==> src/rtl/formateador_dac.sv <==
// Formats a round-robin multichannel two's-complement sample stream into DAC codes:
// optional round-half-up, right shift, saturate or wrap, and offset-binary conversion.
module formateador_dac #(
    parameter int W_IN  = 16,
    parameter int W_OUT = 12,
    parameter int N_CH  = 2,
    localparam int CW   = (N_CH > 1) ? $clog2(N_CH) : 1
) (
    input  logic              clk,
    input  logic              reset,
    input  logic [W_IN-1:0]   Dato_In,
    input  logic              in_valid,
    output logic              in_ready,
    input  logic [2:0]        Desp,
    input  logic              Modo_Redondeo,
    input  logic              Modo_Sat,
    input  logic              Modo_Offset,
    output logic [W_OUT-1:0]  Dato_Out,
    output logic              out_valid,
    input  logic              out_ready,
    output logic [CW-1:0]     Canal_Out,
    output logic              Frame_Fin,
    output logic              Sat_Flag,
    output logic [7:0]        Cnt_Sat
);
    localparam int         MAXD  = W_IN - W_OUT;
    localparam logic [2:0] MAXD3 = 3'((MAXD > 7) ? 7 : MAXD);

    // Handshake: a beat transfers on a rising edge where valid && ready are both high.
    // The whole pipeline moves together whenever the output register is empty or being
    // drained, so in_ready is exactly that advance condition.
    logic advance, in_fire, out_fire;
    assign advance  = !out_valid || out_ready;
    assign in_ready = advance;
    assign in_fire  = in_valid && advance;
    assign out_fire = out_valid && out_ready;

    logic            s1_valid_q, s1_rnd_q, s1_sat_q, s1_off_q;
    logic [W_IN-1:0] s1_data_q;
    logic [2:0]      s1_desp_q;
    logic [CW-1:0]   s1_ch_q;

    logic            s2_valid_q, s2_sat_q, s2_off_q;
    logic [W_IN:0]   s2_xr_q;
    logic [2:0]      s2_desp_q;
    logic [CW-1:0]   s2_ch_q;

    logic [W_OUT-1:0] dato_q;
    logic             out_valid_q, frame_q, flag_q;
    logic [CW-1:0]    canal_q, ch_q;
    logic [7:0]       cnt_q;

    logic [2:0]         desp_d;
    logic [W_IN:0]      rnd_d, xr_d;
    logic signed [W_IN:0] y_d;
    logic               ovf_d, frame_d;
    logic [W_OUT-1:0]   code_d;
    logic [CW-1:0]      ch_d;
    logic [7:0]         cnt_d;

    assign desp_d = (Desp > MAXD3) ? MAXD3 : Desp;

    always_comb begin
        rnd_d = '0;
        if (s1_rnd_q && s1_desp_q != 3'd0)
            rnd_d = (W_IN+1)'(1) << (s1_desp_q - 3'd1);
        xr_d = {s1_data_q[W_IN-1], s1_data_q} + rnd_d;
    end

    // Out of range exactly when the bits above the output sign bit disagree with it.
    always_comb begin
        y_d   = $signed(s2_xr_q) >>> s2_desp_q;
        ovf_d = !(&y_d[W_IN:W_OUT-1]) && (|y_d[W_IN:W_OUT-1]);
        if (ovf_d && s2_sat_q)
            code_d = y_d[W_IN] ? {1'b1, {(W_OUT-1){1'b0}}} : {1'b0, {(W_OUT-1){1'b1}}};
        else
            code_d = y_d[W_OUT-1:0];
        if (s2_off_q)
            code_d[W_OUT-1] = ~code_d[W_OUT-1];
    end

    always_comb begin
        ch_d = ch_q;
        if (in_fire)
            ch_d = (ch_q == CW'(N_CH-1)) ? '0 : ch_q + CW'(1);
        cnt_d = cnt_q;
        if (out_fire && flag_q && cnt_q != 8'hFF)
            cnt_d = cnt_q + 8'd1;
        frame_d = (s2_ch_q == CW'(N_CH-1));
    end

    always_ff @(posedge clk or posedge reset) begin
        if (reset) begin
            s1_valid_q <= 1'b0; s1_rnd_q <= 1'b0; s1_sat_q <= 1'b0; s1_off_q <= 1'b0;
            s1_data_q <= '0; s1_desp_q <= '0; s1_ch_q <= '0;
            s2_valid_q <= 1'b0; s2_sat_q <= 1'b0; s2_off_q <= 1'b0;
            s2_xr_q <= '0; s2_desp_q <= '0; s2_ch_q <= '0;
            out_valid_q <= 1'b0; dato_q <= '0; canal_q <= '0; frame_q <= 1'b0;
            flag_q <= 1'b0; cnt_q <= '0; ch_q <= '0;
        end else begin
            ch_q  <= ch_d;
            cnt_q <= cnt_d;
            if (advance) begin
                s1_valid_q <= in_valid;
                if (in_valid) begin
                    s1_data_q <= Dato_In;
                    s1_desp_q <= desp_d;
                    s1_rnd_q  <= Modo_Redondeo;
                    s1_sat_q  <= Modo_Sat;
                    s1_off_q  <= Modo_Offset;
                    s1_ch_q   <= ch_q;
                end
                s2_valid_q <= s1_valid_q;
                if (s1_valid_q) begin
                    s2_xr_q   <= xr_d;
                    s2_desp_q <= s1_desp_q;
                    s2_sat_q  <= s1_sat_q;
                    s2_off_q  <= s1_off_q;
                    s2_ch_q   <= s1_ch_q;
                end
                out_valid_q <= s2_valid_q;
                if (s2_valid_q) begin
                    dato_q  <= code_d;
                    flag_q  <= ovf_d;
                    canal_q <= s2_ch_q;
                    frame_q <= frame_d;
                end
            end
        end
    end

    assign Dato_Out  = dato_q;
    assign out_valid = out_valid_q;
    assign Canal_Out = canal_q;
    assign Frame_Fin = frame_q;
    assign Sat_Flag  = flag_q;
    assign Cnt_Sat   = cnt_q;
endmodule

==> config.mk <==
export PLATFORM = sky130hd
export DESIGN_NAME = formateador_dac
export DESIGN_NICKNAME = d
export VERILOG_FILES = /design/src/rtl/formateador_dac.sv
export SDC_FILE = /design/constraint.sdc
export NUM_CORES = 1
export LEC_CHECK = 0
export ABC_CLOCK_PERIOD_IN_PS = 4400
export CORE_AREA = 2 2 84 86
export DETAILED_ROUTE_END_ITERATION = 7
export DIE_AREA = 0 0 86 88
export PLACE_DENSITY = 0.83
export SKIP_LAST_GASP = 1
export SLEW_MARGIN = 0
export SYNTH_ARGS = -nofsm -noshare
export SYNTH_HDL_FRONTEND = slang
export SYNTH_SLANG_ARGS = --single-unit
==> constraint.sdc <==
create_clock -name clk -period 4.4 [get_ports clk]
set_clock_uncertainty 0.05 [all_clocks]
set_input_delay 0.44 -clock clk [delete_from_list [all_inputs] [get_ports clk]]
set_output_delay 0.44 -clock clk [all_outputs]
set_load 0.03 [all_outputs]
==> results.json, run 1 <==
{
  "crit_arrival_ns": 3.38,
  "multiInputGateArea_sq_um": 1930,
  "dominantRegCellSynth": "dfrtp_1",
  "avgSynthCellArea_sq_um": 10.3,
  "grt_pass1_vias": 2808,
  "run_status": "completed",
  "synthesis.area_sq_um": 3850,
  "post-layout-total-power_mw": 3.27,
  "reg2reg_from": "s2_desp_q[0]$_DFFE_PP0P_",
  "setup-tns-final_ns": 0,
  "cts_resized": 0,
  "combPwrFrac_pct": 46.4,
  "syn-instance-count": 374,
  "hold_path_startpoint": "ch_q$_DFFE_PP0P_",
  "synth_enable_flop_cells": 0,
  "dieArea_sq_um": 7570,
  "worstRegToRegCells": 5,
  "area_growth_pct": 18.6,
  "grtUsageTotal_pct": 21.2,
  "first_pass_grt_wire_length_microns": 12600,
  "syn_nets": 410,
  "drive_above_1_share_pct": 13.6,
  "hold_path_end": "ch_q$_DFFE_PP0P_",
  "internal_power_mw": 1.92,
  "layout.area.seq_sq_um": 1800,
  "postCtsSetupRepairBufs": 0,
  "seq_power_share_pct": 37.3,
  "fillCellCount": 510,
  "antenna_found_initial": 0,
  "slowest_stage": "dfrtp_1",
  "fin_util_pct": 68.8,
  "setup_viol_count_final": 0,
  "worst_setup_path_start_kind": "flip-flop",
  "setup.reg_to_reg.worst_slack_ns": 1.25,
  "max_slew_margin_pct": 26.2,
  "routed_wire_length_per_instance_microns": 14.8,
  "ios": 51,
  "drt_pass1_iterations": 4,
  "hold_buffers": 0,
  "grt_max_degree": 53,
  "global_route.overflow_total": 0,
  "critPathCaptureType": "flip-flop",
  "placeableCoreArea_sq_um": 6640,
  "cts_max_path_buffers": 2,
  "antennaDiodeCount": 0,
  "cap_violations": 0,
  "timing.critical_path.buf_inv": 0,
  "clkTransAtPathRegs_ns": 0.08,
  "clock-root-buffer": "clkbuf_8",
  "netlist_top_cells_area": "dfrtp_1 (47%), mux2_2 (10%), nand2_1 (5.0%), o21ai_0 (3.9%), ha_1 (2.9%)",
  "share_clk_of_total_power_pct": 16.3,
  "critical_path.cell_chain": "mux4_2, or4_4, and4_1, a21oi_1, a22o_1",
  "clock_sinks": 72,
  "synth_async_sr_flop_share_pct": 100,
  "switching_portion_of_total_power_pct": 41.4,
  "clkLatencyLatePin_ns": 0.35,
  "cp.required_ns": 4.63,
  "worst_path_maximum_fanout": 24,
  "power-per-cell-area_nw_per_um2": 716,
  "core.rowCount": 30,
  "power.switching_mw": 1.35,
  "die_w_microns": 86,
  "hold_viol": 0,
  "min_period_over_period_pct": 71.6,
  "routed_wirelength_microns": 7410,
  "die_h_microns": 88,
  "nets": 451,
  "total_leakage_power_nw": 1.94,
  "timing.setup.critical_path_class": "reg2reg",
  "area_share_of_the_largest_cell_type_after_synthesis_pct": 46.8,
  "final_hpwl_from_detailed_placement_microns": 5450,
  "port-buffer-count": 50,
  "cts_tree": "yes",
  "achievable-frequency_mhz": 318,
  "ir_worst_vdd_mv": 0.297,
  "post_drt_via_cell_ratio": 5.78,
  "count_of_yosys_warnings_during_synthesis": 0,
  "remaining_drc_errors": 0,
  "detailedRoute.firstIterationViolations": 219,
  "drt.antenna.violating_nets": 0,
  "cpPeakStageDelay_ns": 0.78,
  "synth-seq-area-share_pct": 46.8,
  "drv_slew": 0,
  "hold_path.class": "reg2reg",
  "timing_worst_slew_pin_value_ns": 1.10,
  "cts.htree.levels": 3,
  "rsz0062_at_grt": "no",
  "reg2reg_to": "Dato_Out[4]$_DFFE_PP0P_",
  "min_delay_path_depth": 1,
  "post-synth-top-area-cell": "dfrtp_1",
  "synth.lib_cells_used.distinct": 44,
  "number_of_storage_elements_in_the_synthesis_netlist": 72,
  "gp_congestion": 0.874,
  "post-route-min-period_ns": 3.15,
  "critical_path.top_delay_family": "compound AO/OA/AOI/OAI gates",
  "cts-buffers-inserted": 9,
  "vias": 2889,
  "initial_utilization_pct": 58.0
}
[metal layers]
layer | share of wire [%] | global-route usage [%] | wire, microns
met1 | 45 | 26.7 | 3300
met3 | 4.2 | 4.15 | 314
met4 | 2.3 | 10.4 | 170
met2 | 49 | 35.2 | 3620
met5 | 0 | 0 | 0
[placed cells by master (no fill, tap or decap), drive strengths merged, types with 2 or more instances in the layout]
cell,synthesis,routed
dfrtp,72,72
nand2,51,51
clkdlybuf4s50,0,50
mux2,35,35
o21ai,30,30
nor2,16,16
nand3,14,14
xor2,12,12
xnor2,11,11
a22o,11,11
clkbuf,16,11
o211ai,10,10
a21oi,10,10
mux2i,9,9
ha,9,9
inv,8,9
nand2b,7,7
nand4,7,7
and3,6,6
nor3,4,4
o311ai,3,3
a31oi,2,2
mux4,2,2
a311o,2,2
nor2b,2,2
o21a,2,2
a211oi,2,2
a21o,2,2
or3,2,2
a41oi,2,2
clkinv,0,2
and4,2,2
[power by group through the flow]
stage	registers, mW	clock network (mW)	logic (mW)
3_5_place_dp	1.23	0	1.51
3_3_place_gp	1.21	0	1.47
6_report	1.22	0.534	1.52
5_1_grt	1.27	0.581	1.66
2_1_floorplan	1.26	0	1.06
4_1_cts	1.22	0.547	1.51
[logic make-up after synthesis]
family | after synthesis | synth area share [%]
XOR/XNOR | 23 | 5.23
AO/OA/AOI/OAI | 78 | 13.2
flip-flops | 72 | 46.8
adder cells (fa/ha/maj) | 10 | 3.44
multiplexers | 46 | 13.7
other | 1 | 0.0973
buffers and inverters | 29 | 3.25
AND/OR/NAND/NOR | 115 | 14.3
[cells in the mapped netlist (7+ instances only)]
cell       n
dfrtp_1   72
nand2_1   51
mux2_2    35
o21ai_0   30
clkbuf_1  16
nor2_1    16
nand3_1   14
xor2_1    12
a22o_1    11
xnor2_1   11
a21oi_1   10
o211ai_1  10
ha_1       9
mux2i_1    9
inv_1      8
nand2b_1   7
[cell type report]
type	count	area share (%)
Multi-Input combinational cell	273	42.1
Tap cell	80	2.19
Timing Repair Buffer	51	11.1
Clock buffer	11	3.09
Clock inverter	5	1.40
Inverter	8	0.657
Sequential cell	72	39.4
[registers in the layout (all words and copies together), names as in the netlist, 3 cells and up]
register   flops
Cnt_Sat        8
Dato_Out      12
s1_data_q     16
s1_desp_q      3
s2_desp_q      3
s2_xr_q       17
[per-stage QoR]
step | setup slack [ns] | instances | hold WS (ns) | instance area [sq um]
CTS | 1.26 | 500 | 0.424 | 4570
finish | 1.25 | 500 | 0.421 | 4570
detailed placement | 1.27 | 484 | 0.410 | 4370
floorplan | 2.06 | 374 | 0.393 | 3850
global placement | 1.38 | 484 | 0.406 | 4370
global route | 1.04 | 500 | 0.469 | 4570
[worst max-delay path by stage]
stage                                         from                      end  slack (ns)  cells after the start
final                     s2_desp_q[0]$_DFFE_PP0P_  Dato_Out[4]$_DFFE_PP0P_        1.25                      5
after global routing      s2_desp_q[0]$_DFFE_PP0P_  Dato_Out[1]$_DFFE_PP0P_        1.04                      6
after CTS                 s2_desp_q[0]$_DFFE_PP0P_  Dato_Out[1]$_DFFE_PP0P_        1.26                      5
after detailed placement  s2_desp_q[0]$_DFFE_PP0P_  Dato_Out[6]$_DFFE_PP0P_        1.27                      5
after global placement    s2_desp_q[0]$_DFFE_PP0P_  Dato_Out[2]$_DFFE_PP0P_        1.38                      5
after floorplan           s1_desp_q[1]$_DFFE_PP0P_  s2_xr_q[10]$_DFFE_PP0P_        2.06                     10
Power figures use the tool's default switching activity.
==> inputs of run 2 (changes only) <==
--- a/config.mk
+++ b/config.mk
@@ -5,11 +5,11 @@
 export SDC_FILE = /design/constraint.sdc
 export NUM_CORES = 1
 export LEC_CHECK = 0
-export ABC_CLOCK_PERIOD_IN_PS = 4400
-export CORE_AREA = 2 2 84 86
+export ABC_CLOCK_PERIOD_IN_PS = 2890
+export CORE_AREA = 2 2 91 93
 export DETAILED_ROUTE_END_ITERATION = 7
-export DIE_AREA = 0 0 86 88
-export PLACE_DENSITY = 0.83
+export DIE_AREA = 0 0 93 95
+export PLACE_DENSITY = 0.75
 export SKIP_LAST_GASP = 1
 export SLEW_MARGIN = 0
 export SYNTH_ARGS = -nofsm -noshare
==> constraint.sdc (replaced) <==
create_clock -name clk -period 2.89 [get_ports clk]
set_clock_uncertainty 0.05 [all_clocks]
set_input_delay 0.289 -clock clk [delete_from_list [all_inputs] [get_ports clk]]
set_output_delay 0.289 -clock clk [all_outputs]
set_load 0.03 [all_outputs]
==> run 2 against run 1 <==
Setup slack worse by 0.98 ns; fmax up 20%; non-clock buffer count up 9; cell count up 6.8%; critical path depth up 5; register-to-register slack worse by 0.98 ns; hold slack worse by 0.22 ns; die area up 17%; first-iteration DRC count down 59%; clock-buffer cell count unchanged.
==> results.json, run 2 (synthesis results as in run 1) <==
{
  "run_status": "completed",
  "dieArea_sq_um": 8840,
  "post-route-min-period_ns": 2.61,
  "mostFrequentLayoutCell": "dfrtp_1",
  "port-buffer-count": 50,
  "fin_util_pct": 59.2,
  "largest_register": "s2_xr_q",
  "ir_worst_vdd_mv": 0.381,
  "hold_path.class": "in2async",
  "antennaDiodeCount": 0,
  "drive_above_1_share_pct": 15.4,
  "remaining_drc_errors": 0,
  "reg2reg_from": "s1_desp_q[1]$_DFFE_PP0P_",
  "final_hpwl_from_detailed_placement_microns": 5780,
  "achievable-frequency_mhz": 383,
  "cap_violations": 0,
  "global_route.overflow_total": 0,
  "fillCellCount": 691,
  "grtUsageTotal_pct": 18.4,
  "cts_resized": 0,
  "routed_wirelength_microns": 7560,
  "cts-buffers-inserted": 9,
  "hold_viol": 0,
  "place.detailed.instances": 518,
  "first_pass_grt_wire_length_microns": 12900,
  "ios": 51,
  "cp.required_ns": 3.07,
  "initial_utilization_pct": 48.6,
  "vias": 2892,
  "rsz0062_at_grt": "no",
  "max_slew_margin_pct": 58.9,
  "clock-root-buffer": "clkbuf_8",
  "routed_wire_length_per_instance_microns": 14.2,
  "core.rowCount": 33,
  "postCtsSetupRepairBufs": 0,
  "die_h_microns": 95,
  "cts.htree.levels": 3,
  "setup.reg_to_reg.worst_slack_ns": 0.28,
  "cts_max_path_buffers": 2,
  "worstRegToRegCells": 10,
  "clock_sinks": 72,
  "hold_slack_ns": 0.206,
  "detailedRoute.firstIterationViolations": 90,
  "setup-tns-final_ns": 0,
  "clkTransAtPathRegs_ns": 0.08,
  "antenna_found_initial": 0,
  "drt_pass1_iterations": 4,
  "drv_slew": 0,
  "nets": 460,
  "cts_tree": "yes",
  "timing_worst_slew_pin_value_ns": 0.615,
  "gp_congestion": 0.842,
  "timing.setup.critical_path_class": "reg2reg",
  "worst_setup_path_start_kind": "flip-flop",
  "critPathCaptureType": "flip-flop",
  "grt_pass1_vias": 2789,
  "setup_viol_count_final": 0,
  "final_critical_path_setup_slack_ns": 0.276,
  "power-per-cell-area_nw_per_um2": 1090,
  "hold_buffers": 0,
  "crit_arrival_ns": 2.80,
  "post_drt_via_cell_ratio": 5.42,
  "place_ws_ns": 0.264,
  "placeableCoreArea_sq_um": 7930,
  "grt_max_degree": 53,
  "final_cell_count_no_fill": 534,
  "min_period_over_period_pct": 90.5,
  "largest_register_ffs": 17,
  "drt.antenna.violating_nets": 0,
  "area_growth_pct": 21.9,
  "worst_setup_path_startpoint": "s1_desp_q[1]$_DFFE_PP0P_",
  "die_w_microns": 93,
  "final_cell_mix": "dfrtp_1 (72), nand2_1 (51), clkdlybuf4s50_1 (50), mux2_2 (35), o21ai_0 (29)",
  "worst_path_maximum_fanout": 6,
  "clkLatencyLatePin_ns": 0.35,
  "total_leakage_power_nw": 2.00,
  "reg2reg_to": "s2_xr_q[12]$_DFFE_PP0P_",
  "cp-endpoint": "s2_xr_q[12]$_DFFE_PP0P_"
}
[run 2: changes by cell type in the layout (fill, tap and decap cells not counted)]
| cell | previous run | this run |
|---|---|---|
| buf_12 | 0 | 1 |
| buf_4 | 1 | 9 |
| bufinv_16 | 1 | 2 |
| clkinv_2 | 0 | 2 |
| clkinv_4 | 2 | 0 |
| clkinvlp_4 | 1 | 0 |
| o21ai_0 | 30 | 29 |
| o21ai_1 | 0 | 1 |
[run 2: metal layers]
metal / GRT usage [%] / vias up / share of wire [%]
li1: - / 1440 / -
met1: 24.1 / 1362 / 46
met2: 30.7 / 74 / 48
met3: 2.95 / 16 / 3.9
met4: 7.60 / 0 / 1.7
met5: 0 / - / 0
[run 2: how the worst min path moves through the flow]
stage / from / to / slack, ns / depth (start not counted)
detailed placement: ch_q$_DFFE_PP0P_ / ch_q$_DFFE_PP0P_ / 0.41 / 1
CTS: reset / Cnt_Sat[2]$_DFFE_PP0P_ / 0.21 / 2
global route: reset / Cnt_Sat[3]$_DFFE_PP0P_ / 0.28 / 2
floorplan: Desp[0] / s1_desp_q[0]$_DFFE_PP0P_ / 0.39 / 2
global placement: ch_q$_DFFE_PP0P_ / ch_q$_DFFE_PP0P_ / 0.41 / 1
finish: reset / Cnt_Sat[3]$_DFFE_PP0P_ / 0.21 / 2
[run 2: final cells by class]
class	instances	area (sq um)	share of cell area (%)
clock buffers	11	141	3.01
clock inverters	5	78.8	1.68
inverters	8	30.0	0.639
multi-input cells	273	1930	41.0
flip-flops and latches	72	1800	38.4
well taps	105	131	2.80
repair buffers	60	588	12.5
[run 2: power by group]
group	switching [mW]	internal [mW]
logic	1.28	1.14
registers	0.399	1.40
clock network	0.377	0.510
[run 2: per-stage QoR]
| stage | power (mW) | instance area (sq um) |
|---|---|---|
| floorplan | 3.52 | 3850 |
| detailed placement | 4.24 | 4480 |
| global route | 5.48 | 4700 |
| finish | 5.10 | 4700 |
| global placement | 4.15 | 4480 |
| CTS | 5.13 | 4700 |
[run 2: critical path, stage by stage (launching register included)]
cell and delay [ns]:
dfrtp_1 0.44, nand2b_1 0.18, nor2_1 0.06, ha_1 0.20
fa_1 0.40, a21o_1 0.21, a211oi_1 0.32, o21ai_1 0.23
nand4_1 0.16, xor2_1 0.16, o21ai_0 0.08
